`config.mk`:
```
export PLATFORM = sky130hd
export DESIGN_NAME = srt_div_ctrl
export DESIGN_NICKNAME = d
export VERILOG_FILES = /design/src/rtl/srt_pkg.sv /design/src/rtl/quotient_selector.sv /design/src/rtl/srt_div_ctrl.sv
export SDC_FILE = /design/constraint.sdc
export NUM_CORES = 1
export LEC_CHECK = 0
export CORE_UTILIZATION = 50
export CTS_CLUSTER_DIAMETER = 120
export DETAILED_ROUTE_END_ITERATION = 8
export PLACE_DENSITY_LB_ADDON = 0.2
export SLEW_MARGIN = 20
export SYNTH_ARGS = -nofsm -noshare
export SYNTH_HDL_FRONTEND = slang
export SYNTH_HIERARCHICAL = 1
export SYNTH_SLANG_ARGS = --single-unit
```
`constraint.sdc`:
```
create_clock -name clk -period 7.8 [get_ports clk]
set_input_delay 2.34 -clock clk [delete_from_list [all_inputs] [get_ports clk]]
set_output_delay 2.34 -clock clk [all_outputs]
set_load 0.05 [all_outputs]
```
`src/rtl/srt_pkg.sv`:
```
// Shared constants and types for the radix-2 SRT divider.
// Datapath widths derive from the operand width.
package srt_pkg;

  function automatic int rem_w(input int w);
    return w + 2;
  endfunction

  function automatic int qacc_w(input int w);
    return w + 3;
  endfunction

  localparam int WIDTH  = 6;
  localparam int REM_W  = rem_w(WIDTH);
  localparam int QACC_W = qacc_w(WIDTH);

  typedef enum logic [1:0] {
    IDLE,
    ITER,
    CORR,
    DONE
  } state_t;

endpackage

```
`src/rtl/quotient_selector.sv`:
```
// SRT digit selection in -2..+2 from exact partial remainder and divisor.
// Thresholds at +-D/2 and +-3D/2 keep the next remainder within +-D.
module quotient_selector
  import srt_pkg::*;
#(
  parameter int RW = REM_W
) (
  input  logic signed [RW-1:0] rem_msb,
  input  logic        [RW-1:0] div_msb,
  output logic signed [2:0]    q
);

  localparam int XW = RW + 3;

  logic signed [XW-1:0] r2;
  logic signed [XW-1:0] d1;
  logic signed [XW-1:0] d3;
  logic gt3;
  logic gt1;
  logic lt1;
  logic lt3;

  assign r2 = {{2{rem_msb[RW-1]}}, rem_msb, 1'b0};
  assign d1 = {3'b000, div_msb};
  assign d3 = d1 + (d1 <<< 1);

  assign gt3 = (r2 > d3);
  assign gt1 = (r2 > d1) && !gt3;
  assign lt3 = (r2 < -d3);
  assign lt1 = (r2 < -d1) && !lt3;

  always_comb begin
    q = 3'sd0;
    unique case (1'b1)
      gt3:     q = 3'sd2;
      gt1:     q = 3'sd1;
      lt1:     q = -3'sd1;
      lt3:     q = -3'sd2;
      default: q = 3'sd0;
    endcase
  end

endmodule

```
`src/rtl/srt_div_ctrl.sv`:
```
// Radix-2 SRT unsigned divider: one digit per cycle, then one
// correction step that folds the redundant result into range.
module srt_div_ctrl
  import srt_pkg::*;
#(
  parameter int WIDTH = srt_pkg::WIDTH
) (
  input  logic             clk,
  input  logic             rst_n,
  input  logic             start,
  input  logic [WIDTH-1:0] dividend,
  input  logic [WIDTH-1:0] divisor,
  output logic             busy,
  output logic             done,
  output logic [WIDTH-1:0] quotient,
  output logic [WIDTH-1:0] remainder,
  output logic             div_by_zero
);

  localparam int RW = rem_w(WIDTH);
  localparam int QW = qacc_w(WIDTH);
  localparam int CW = $clog2(WIDTH);

  state_t state;

  logic signed [RW-1:0] rem;
  logic signed [RW-1:0] r;
  logic signed [RW-1:0] qd;
  logic signed [RW-1:0] rem_nx;
  logic signed [RW-1:0] rem_c;
  logic signed [QW-1:0] qacc;
  logic signed [QW-1:0] qacc_nx;
  logic signed [QW-1:0] qacc_c;
  logic [WIDTH-1:0] dreg;
  logic [WIDTH-1:0] sreg;
  logic [CW-1:0]    cnt;
  logic [RW-1:0]    dext;
  logic signed [2:0] q;
  logic zpend;
  logic accept;
  logic last;

  assign dext = {{(RW-WIDTH){1'b0}}, dreg};
  assign r    = {rem[RW-2:0], sreg[WIDTH-1]};

  quotient_selector #(
    .RW(RW)
  ) u_qsel (
    .rem_msb(r),
    .div_msb(dext),
    .q      (q)
  );

  assign qd      = RW'(q) * $signed(dext);
  assign rem_nx  = r - qd;
  assign qacc_nx = (qacc <<< 1) + QW'(q);

  always_comb begin
    rem_c  = rem;
    qacc_c = qacc;
    if (rem[RW-1]) begin
      rem_c  = rem + $signed(dext);
      qacc_c = qacc - QW'(1);
    end else if (rem == $signed(dext)) begin
      rem_c  = rem - $signed(dext);
      qacc_c = qacc + QW'(1);
    end
  end

  assign accept = start && !zpend &&
                  (state == IDLE || state == DONE);
  assign last   = (cnt == CW'(WIDTH - 1));

  always_ff @(posedge clk) begin
    if (!rst_n) begin
      state       <= IDLE;
      rem         <= '0;
      qacc        <= '0;
      dreg        <= '0;
      sreg        <= '0;
      cnt         <= '0;
      zpend       <= 1'b0;
      busy        <= 1'b0;
      done        <= 1'b0;
      quotient    <= '0;
      remainder   <= '0;
      div_by_zero <= 1'b0;
    end else begin
      done <= 1'b0;
      if (zpend) begin
        zpend       <= 1'b0;
        state       <= DONE;
        done        <= 1'b1;
        quotient    <= '1;
        remainder   <= sreg;
        div_by_zero <= 1'b1;
      end else if (accept) begin
        sreg <= dividend;
        if (divisor == '0) begin
          zpend <= 1'b1;
        end else begin
          rem   <= '0;
          qacc  <= '0;
          dreg  <= divisor;
          cnt   <= '0;
          busy  <= 1'b1;
          state <= ITER;
        end
      end else begin
        case (state)
          ITER: begin
            rem  <= rem_nx;
            qacc <= qacc_nx;
            sreg <= sreg << 1;
            cnt  <= cnt + CW'(1);
            if (last) state <= CORR;
          end
          CORR: begin
            rem         <= rem_c;
            qacc        <= qacc_c;
            quotient    <= qacc_c[WIDTH-1:0];
            remainder   <= rem_c[WIDTH-1:0];
            div_by_zero <= 1'b0;
            done        <= 1'b1;
            busy        <= 1'b0;
            state       <= DONE;
          end
          default: ;
        endcase
      end
    end
  end

endmodule

```
==> metrics.md, run 1 <==
| Metric | Value |
|---|---|
| Status | complete, no violations |
| Synth Register Bits | 47 |
| Type of the worst setup path | reg -> reg |
| DRT Pass-1 Iters | 5 |
| Iteration-0 DRC Markers | 334 |
| Fmax | around 140 MHz |
| GR Overflow Total | 0 |
| Comb pwr share | slightly below 80% |
| Aggregate routed wire length | 14400 um |
| Number of setup buffers added after CTS | 0 |
| Measured slew at the worst slew-check pin | 1050 ps |
| CP endpoint kind | flip-flop |
| Reg2reg start | dreg[2] |
| Yosys warnings | 6 |
| Diode count | 0 |
| Req. time, crit path | approximately 8000 ps |
| Minimum clock period after layout | 7100 ps |
| Cts hold-fix bufs | 0 |
| Met3 Use GR | approximately 4.2% |
| Clock sink count | 47 |
| Std cell rows | 37 |
| Post-route ant nets | 0 |
| CP max stage delay | 580 ps |
| Area Overhead vs Synth | 9.89% |
| Top FF cell, synth | dfxtp_1 |
| Hold slack | 486 ps |
| FF-to-FF setup slack | 700 ps |
| Critical path's slowest cell | dfxtp_1 |
| Die Wd | 106 um |
| Vias per cell | 5.85 |
| Worst R2R Path Depth | 32 |
| Layout cells sized above 1 | slightly above 5% |
| CTS tree | done |
| # DRC | 0 |
| Most common cell after layout, fill and taps aside | ha_1 |
| Vias | 4967 |
| Most used cell, CP | inv_1 |
| # setup viols final | 0 |
| Max FO, Critical Path | 13 |
| Mapped Cells | 679 |
| Crit path arrival time | roughly 7300 ps |
| Storage cell area | approximately 940 um^2 |
| Hold EP | busy |
| Period utilization | 91.0% |
| Clock buffer depth | 2 |
| Skew final | 8.95 ps |
| Max rail drop VDD | 0.000285 V |
| IO Pins | 30 |
| Die ar. | 11300 um^2 |
| Number of distinct library cells after synthesis | 75 |
| P_int | 1.20 mW |
| CP Launch Point | dreg[2] |
| Ys async rst share | 0% |
| Final Hold Viols | 0 |
| RSZ-0062 raised after global routing | false |
| Sequential fraction of design power | 16.8% |
| Area taken by multi-input logic gates | 4190 um^2 |
| Net count, final | just over 800 |
| Met1 Usage GRT | 36.4% |
| Max Slew Vio Count | 0 |
| Hold Path Origin | busy |
| Synth Area per Inst | 8.02 um^2 |
| Max-cap viol count | 0 |
| Vias in the first global route | 4854 |
| Initial antenna violation count | 0 |
| DR WL/cell | between 15 and 20 um |
| Cell Pwr Density | 423 nW/um^2 |
| Die Span Y | 106 um |
| Sw Ratio | 52.7% |
| Clock transition at path regs | 90 ps |
| Clock Power Share | 6.0% |
| Synthesized cell area | approximately 5400 um^2 |
| First-pass GRT wire length | around 24000 um |
| Overall global routing resource usage | a little over a quarter |
| Seq/Total Area, Yosys | 17.3% |
| Hold crit path type | reg -> reg |
| HPWL after DPL | 11400 um |
| CP Launch Type | flip-flop |
| CTS resizes | 0 |
| Pin count of the biggest net entering global routing | 33 |
| GRT Max-Usage Layer | met2 |
| Crit Reg-Reg Endpoint | rem[6] |
| Hold Crit Depth | 2 |
| Pleak | 2.62 nW |
| CTS Root Cell | clkbuf_8 |
| Clock latency on the worst-skew pair | roughly 310 ps |
| Slew HR | 29.8% |
| Num CTS Buffers | 5 |
| Fill cell count | 954 |
| H-tree Lvls | 2 |
| Switching power | 1.33 mW |
| Setup TNS | 0 ps |
| IO Port Bufs | 29 |
| Placer Congestion | 0.917 |
| Initial cell density of the core | a little over half |
| Post-layout util | 57.4% |
| Core area | 10400 um^2 |
| Most frequent cells in the layout | 87 x ha_1, 67 x inv_1, 58 x nor2_1 |
| Number of synthesized flops with an enable pin | 0 |
| M2 GR Usage | a little under half |
==> synthesized netlist by cell type, drive strengths merged (5+ instances only) <==
| cell type | instances | share of area [%] |
|---|---|---|
| nand3 | 9 | 0.83 |
| nor2b | 12 | 1.4 |
| nor3 | 8 | 0.94 |
| a21oi | 53 | 4.9 |
| a311oi | 7 | 1.1 |
| a21o | 10 | 1.4 |
| fa | 14 | 5.1 |
| o21ai | 42 | 3.9 |
| dfxtp | 47 | 17 |
| nor4 | 7 | 1.1 |
| nand2 | 50 | 3.4 |
| a211oi | 7 | 1.1 |
| ha | 87 | 20 |
| xnor2 | 25 | 4.3 |
| a31oi | 7 | 0.80 |
| a22oi | 8 | 1.1 |
| nand2b | 11 | 1.3 |
| buf | 9 | 1.2 |
| and2 | 16 | 1.8 |
| nor2 | 61 | 4.6 |
| inv | 68 | 4.7 |
| o31ai | 5 | 0.69 |
| o21a | 11 | 1.5 |
| clkbuf | 13 | 0.90 |
| xor2 | 19 | 3.1 |
| o211ai | 10 | 1.5 |
| nor3b | 5 | 0.69 |
| and3 | 5 | 0.57 |
==> registers in the layout, indices dropped and copies added, names as in the netlist <==
register     cells
rem              8
zpend            1
done             1
remainder        6
sreg             6
quotient         6
dreg             6
state            2
qacc             6
cnt              3
div_by_zero      1
busy             1
==> worst max path at each step <==
| stage | slack, ps | cells after the start | to |
|---|---|---|---|
| after floorplan | 1210 | 31 | rem[6] |
| after global placement | 1000 | 32 | rem[6] |
| after detailed placement | 780 | 32 | rem[6] |
| after CTS | 730 | 32 | rem[6] |
| after global routing | 70 | 32 | rem[6] |
| final | 700 | 32 | rem[6] |
==> power by group through the flow <==
stage          clock [mW]  sequential, mW  combinational, mW
6_report            0.150           0.425               1.95
5_1_grt             0.163           0.437               2.18
4_1_cts             0.154           0.423               1.92
3_5_place_dp            0           0.429               1.92
3_3_place_gp            0           0.425               1.85
2_1_floorplan           0           0.454               1.44
==> area by class of cell <==
type | instances | share of cell area, %
Sequential cell | 47 | 15.7
Clock buffer | 5 | 1.15
Inverter | 68 | 4.27
Multi-Input combinational cell | 555 | 70.0
Timing Repair Buffer | 36 | 5.73
Clock inverter | 2 | 0.230
Tap cell | 136 | 2.85
==> critical path: cells and delay by family, from the launching register on <==
| family | cells | cell delay [ps] |
|---|---|---|
| XOR/XNOR | 2 | 300 |
| buffers and inverters | 6 | 590 |
| AND/OR/NAND/NOR | 9 | 1630 |
| AO/OA/AOI/OAI | 9 | 1790 |
| flip-flops | 1 | 580 |
| adder cells (fa/ha/maj) | 6 | 2130 |
==> logic make-up (layout without fill, tap and decap cells) <==
family          count (synthesis)  after routing  share of synthesized area (%)
flops                          47             47                           17.3
simple gates                  201            201                           19.4
other cells                     1             14                         0.0689
compound gates                190            190                           23.0
fa+ha+maj                     102            102                           25.4
xor+xnor                       44             44                           7.36
buf+inv                        90            111                           6.76
mux                             4              4                          0.759
==> stage by stage <==
stage,power (mW),std cells,setup slack (ps),cell area (um^2)
final,2.53,849,699,5980
after global routing,2.78,849,67.1,5980
after CTS,2.50,849,734,5980
after detailed placement,2.35,842,777,5900
after global placement,2.27,842,1000,5890
after floorplan,1.90,692,1210,5490
==> per-layer routing <==
layer	wire, um	part of all wire [%]
met1	6830	47
met2	6610	46
met3	751	5.2
met4	187	1.3
met5	0	0
Power figures use the tool's default switching activity.
==> inputs of run 2 (changes only) <==
- CTS_CLUSTER_SIZE: default -> 16
==> results of run 2 <==
The final DEF is identical to that of run 1; final timing and power are the same.
==> inputs of run 3 (changes only) <==
- CORE_UTILIZATION: 50 -> 28
- GPL_TIMING_DRIVEN: default -> 0
- clock period: 7.8 -> 6.74 ns (I/O delays scaled with it)
==> metrics.md, run 3 (synthesized netlist as in run 1, its figures left out) <==
| Metric | Value |
|---|---|
| Final Hold Viols | 0 (unchanged) |
| Critical path's slowest cell | fa_1 |
| Number of flip-flops in the largest register | 8 (unchanged) |
| Clock transition at path regs | 70 ps (-20 ps) |
| Std cell rows | 50 (+35%) |
| Clock sink count | 47 (unchanged) |
| CP endpoint kind | flip-flop |
| Vias | 4809 (-3.2%) |
| Post-layout util | 34.5% (-23 points) |
| # DRC | 0 (unchanged) |
| Most flops, register | rem |
| Cell area after layout | 6520 um^2 (+9.1%) |
| Type of the worst setup path | reg -> reg |
| Placed cell area | 6120 um^2 (+3.7%) |
| PnR worst setup slack | 327 ps (-372 ps) |
| Clock latency on the worst-skew pair | 290 ps (-20 ps) |
| HPWL after DPL | 11900 um (+4.3%) |
| Hold EP | cnt[2] |
| FF-to-FF setup slack | 330 ps (-370 ps) |
| Layout cells sized above 1 | 10.3% (+5.2 points) |
| Placer Congestion | 0.807 (-12%) |
| Max rail drop VDD | 0.000257 V (-10%) |
| Pin count of the biggest net entering global routing | 16 (-52%) |
| Worst R2R Path Depth | 31 (-3.1%) |
| RSZ-0062 raised after global routing | false |
| IO Port Bufs | 29 (unchanged) |
| Tot Pwr | 3.24 mW (+28%) |
| Most common cell after layout, fill and taps aside | ha_1 |
| Overall global routing resource usage | 15.9% (-11 points) |
| H-tree Lvls | 2 (unchanged) |
| CTS Root Cell | clkbuf_16 |
| Diode count | 0 (unchanged) |
| Initial cell density of the core | 28.8% (-23 points) |
| Skew final | 4.06 ps (-4.90 ps) |
| Max-cap viol count | 0 (unchanged) |
| Slew HR | 44.2% (+14 points) |
| Num CTS Buffers | 5 (unchanged) |
| IO Pins | 30 (unchanged) |
| DR WL/cell | 15.3 um (-9.6%) |
| Clock buffer depth | 2 (unchanged) |
| Max Slew Vio Count | 0 (unchanged) |
| Met1 Usage GRT | 22.9% (-14 points) |
| Period utilization | 95.2% (+4.1 points) |
| Aggregate routed wire length | 15300 um (+6.6%) |
| Core area | 18900 um^2 (+81%) |
| Crit Reg-Reg Endpoint | rem[6] |
| First-pass GRT wire length | 25000 um (+3.7%) |
| # setup viols final | 0 (unchanged) |
| Iteration-0 DRC Markers | 195 (-42%) |
| Die Span Y | 141 um (+33%) |
| Cts hold-fix bufs | 0 (unchanged) |
| Hold Crit Depth | 1 (-1) |
| Cell Pwr Density | 497 nW/um^2 (+18%) |
| GRT Max-Usage Layer | met2 |
| Minimum clock period after layout | 6410 ps (-688 ps) |
| Measured slew at the worst slew-check pin | 831 ps (-221 ps) |
| Most frequent cells in the layout | 81 x ha_1, 66 x inv_1, 57 x nor2_1 |
| Max FO, Critical Path | 8 (-5) |
| Vias per cell | 4.80 (-18%) |
| Met3 Use GR | 1.75% (-2.4 points) |
| Setup TNS | 0 ps (unchanged) |
| CP max stage delay | 530 ps (-50 ps) |
| Place WS | -1020 ps (-1800 ps) |
| Fmax | 156 MHz (+11%) |
| Hold Path Origin | cnt[2] |
| Pleak | 2.76 nW (+5.5%) |
| Req. time, crit path | 6950 ps (-1070 ps) |
| Post-route ant nets | 0 (unchanged) |
| CTS tree | done |
| Crit path arrival time | 6620 ps (-710 ps) |
| Initial antenna violation count | 1 (+1) |
| Reg2reg start | dreg[0] |
| Area Overhead vs Synth | 19.9% |
| Most used cell, CP | inv_1 |
| Status | complete, no violations |
| Hold crit path type | reg -> reg |
| CP Launch Type | flip-flop |
| Vias in the first global route | 4686 (-3.5%) |
| GR Overflow Total | 0 (unchanged) |
| Net count, final | 856 (+3.3%) |
| M2 GR Usage | 25.5% (-20 points) |
| DRT Pass-1 Iters | 4 (-1) |
| Die Wd | 141 um (+33%) |
| Die ar. | 20000 um^2 (+77%) |
run 3: cell type report:
| class | instances | area [um^2] |
|---|---|---|
| repair buffers | 41 | 380 |
| plain buffers | 22 | 113 |
| multi-input cells | 555 | 4300 |
| well taps | 260 | 325 |
| flip-flops and latches | 47 | 958 |
| clock inverters | 3 | 67.6 |
| inverters | 68 | 255 |
| clock buffers | 5 | 125 |
| fillers | 2051 | 12400 |
run 3: per-layer routing:
metal | up-vias | wire length [um] | share of wire [%]
li1 | 2497 | - | -
met1 | 2235 | 7630 | 50
met2 | 67 | 6880 | 45
met3 | 10 | 700 | 4.6
met4 | 0 | 121 | 0.79
met5 | - | 0 | 0
run 3: worst max path at each step:
stage	start	endpoint	slack [ps]	depth (start not counted)
5_1_grt	dreg[1]	rem[6]	7	31
4_1_cts	dreg[0]	rem[6]	20	31
3_5_place_dp	dreg[2]	rem[6]	-1020	31
3_3_place_gp	dreg[2]	rem[6]	-1470	31
2_1_floorplan	dreg[1]	rem[6]	150	31
6_report	dreg[0]	rem[6]	330	31
run 3: stage by stage:
step	hold WS [ps]	cells
floorplan	442	692
global placement	477	981
detailed placement	475	981
CTS	486	991
global route	508	1001
finish	487	1001
run 3: where the power goes:
part	switching [mW]	internal (mW)
combinational	1.36	1.05
sequential	0.141	0.363
clock	0.112	0.213
run 3: repair_timing:
item / in CTS / in global routing
buffers inserted: 2 / 10
cloned: 0 / 0
setup endpoints to repair: 6 / 3
gates resized for setup: 19 / 14
pin swaps: 2 / 3
run 3: critical path: cells and delay by family, from the launching register on:
kind | cells | cell delay, ps
adders and majority gates | 7 | 2390
AOI/OAI and AO/OA | 9 | 1730
and+or+nand+nor | 9 | 1260
DFF | 1 | 380
xor gates and xnor gates | 2 | 310
buffers and inverters | 4 | 250
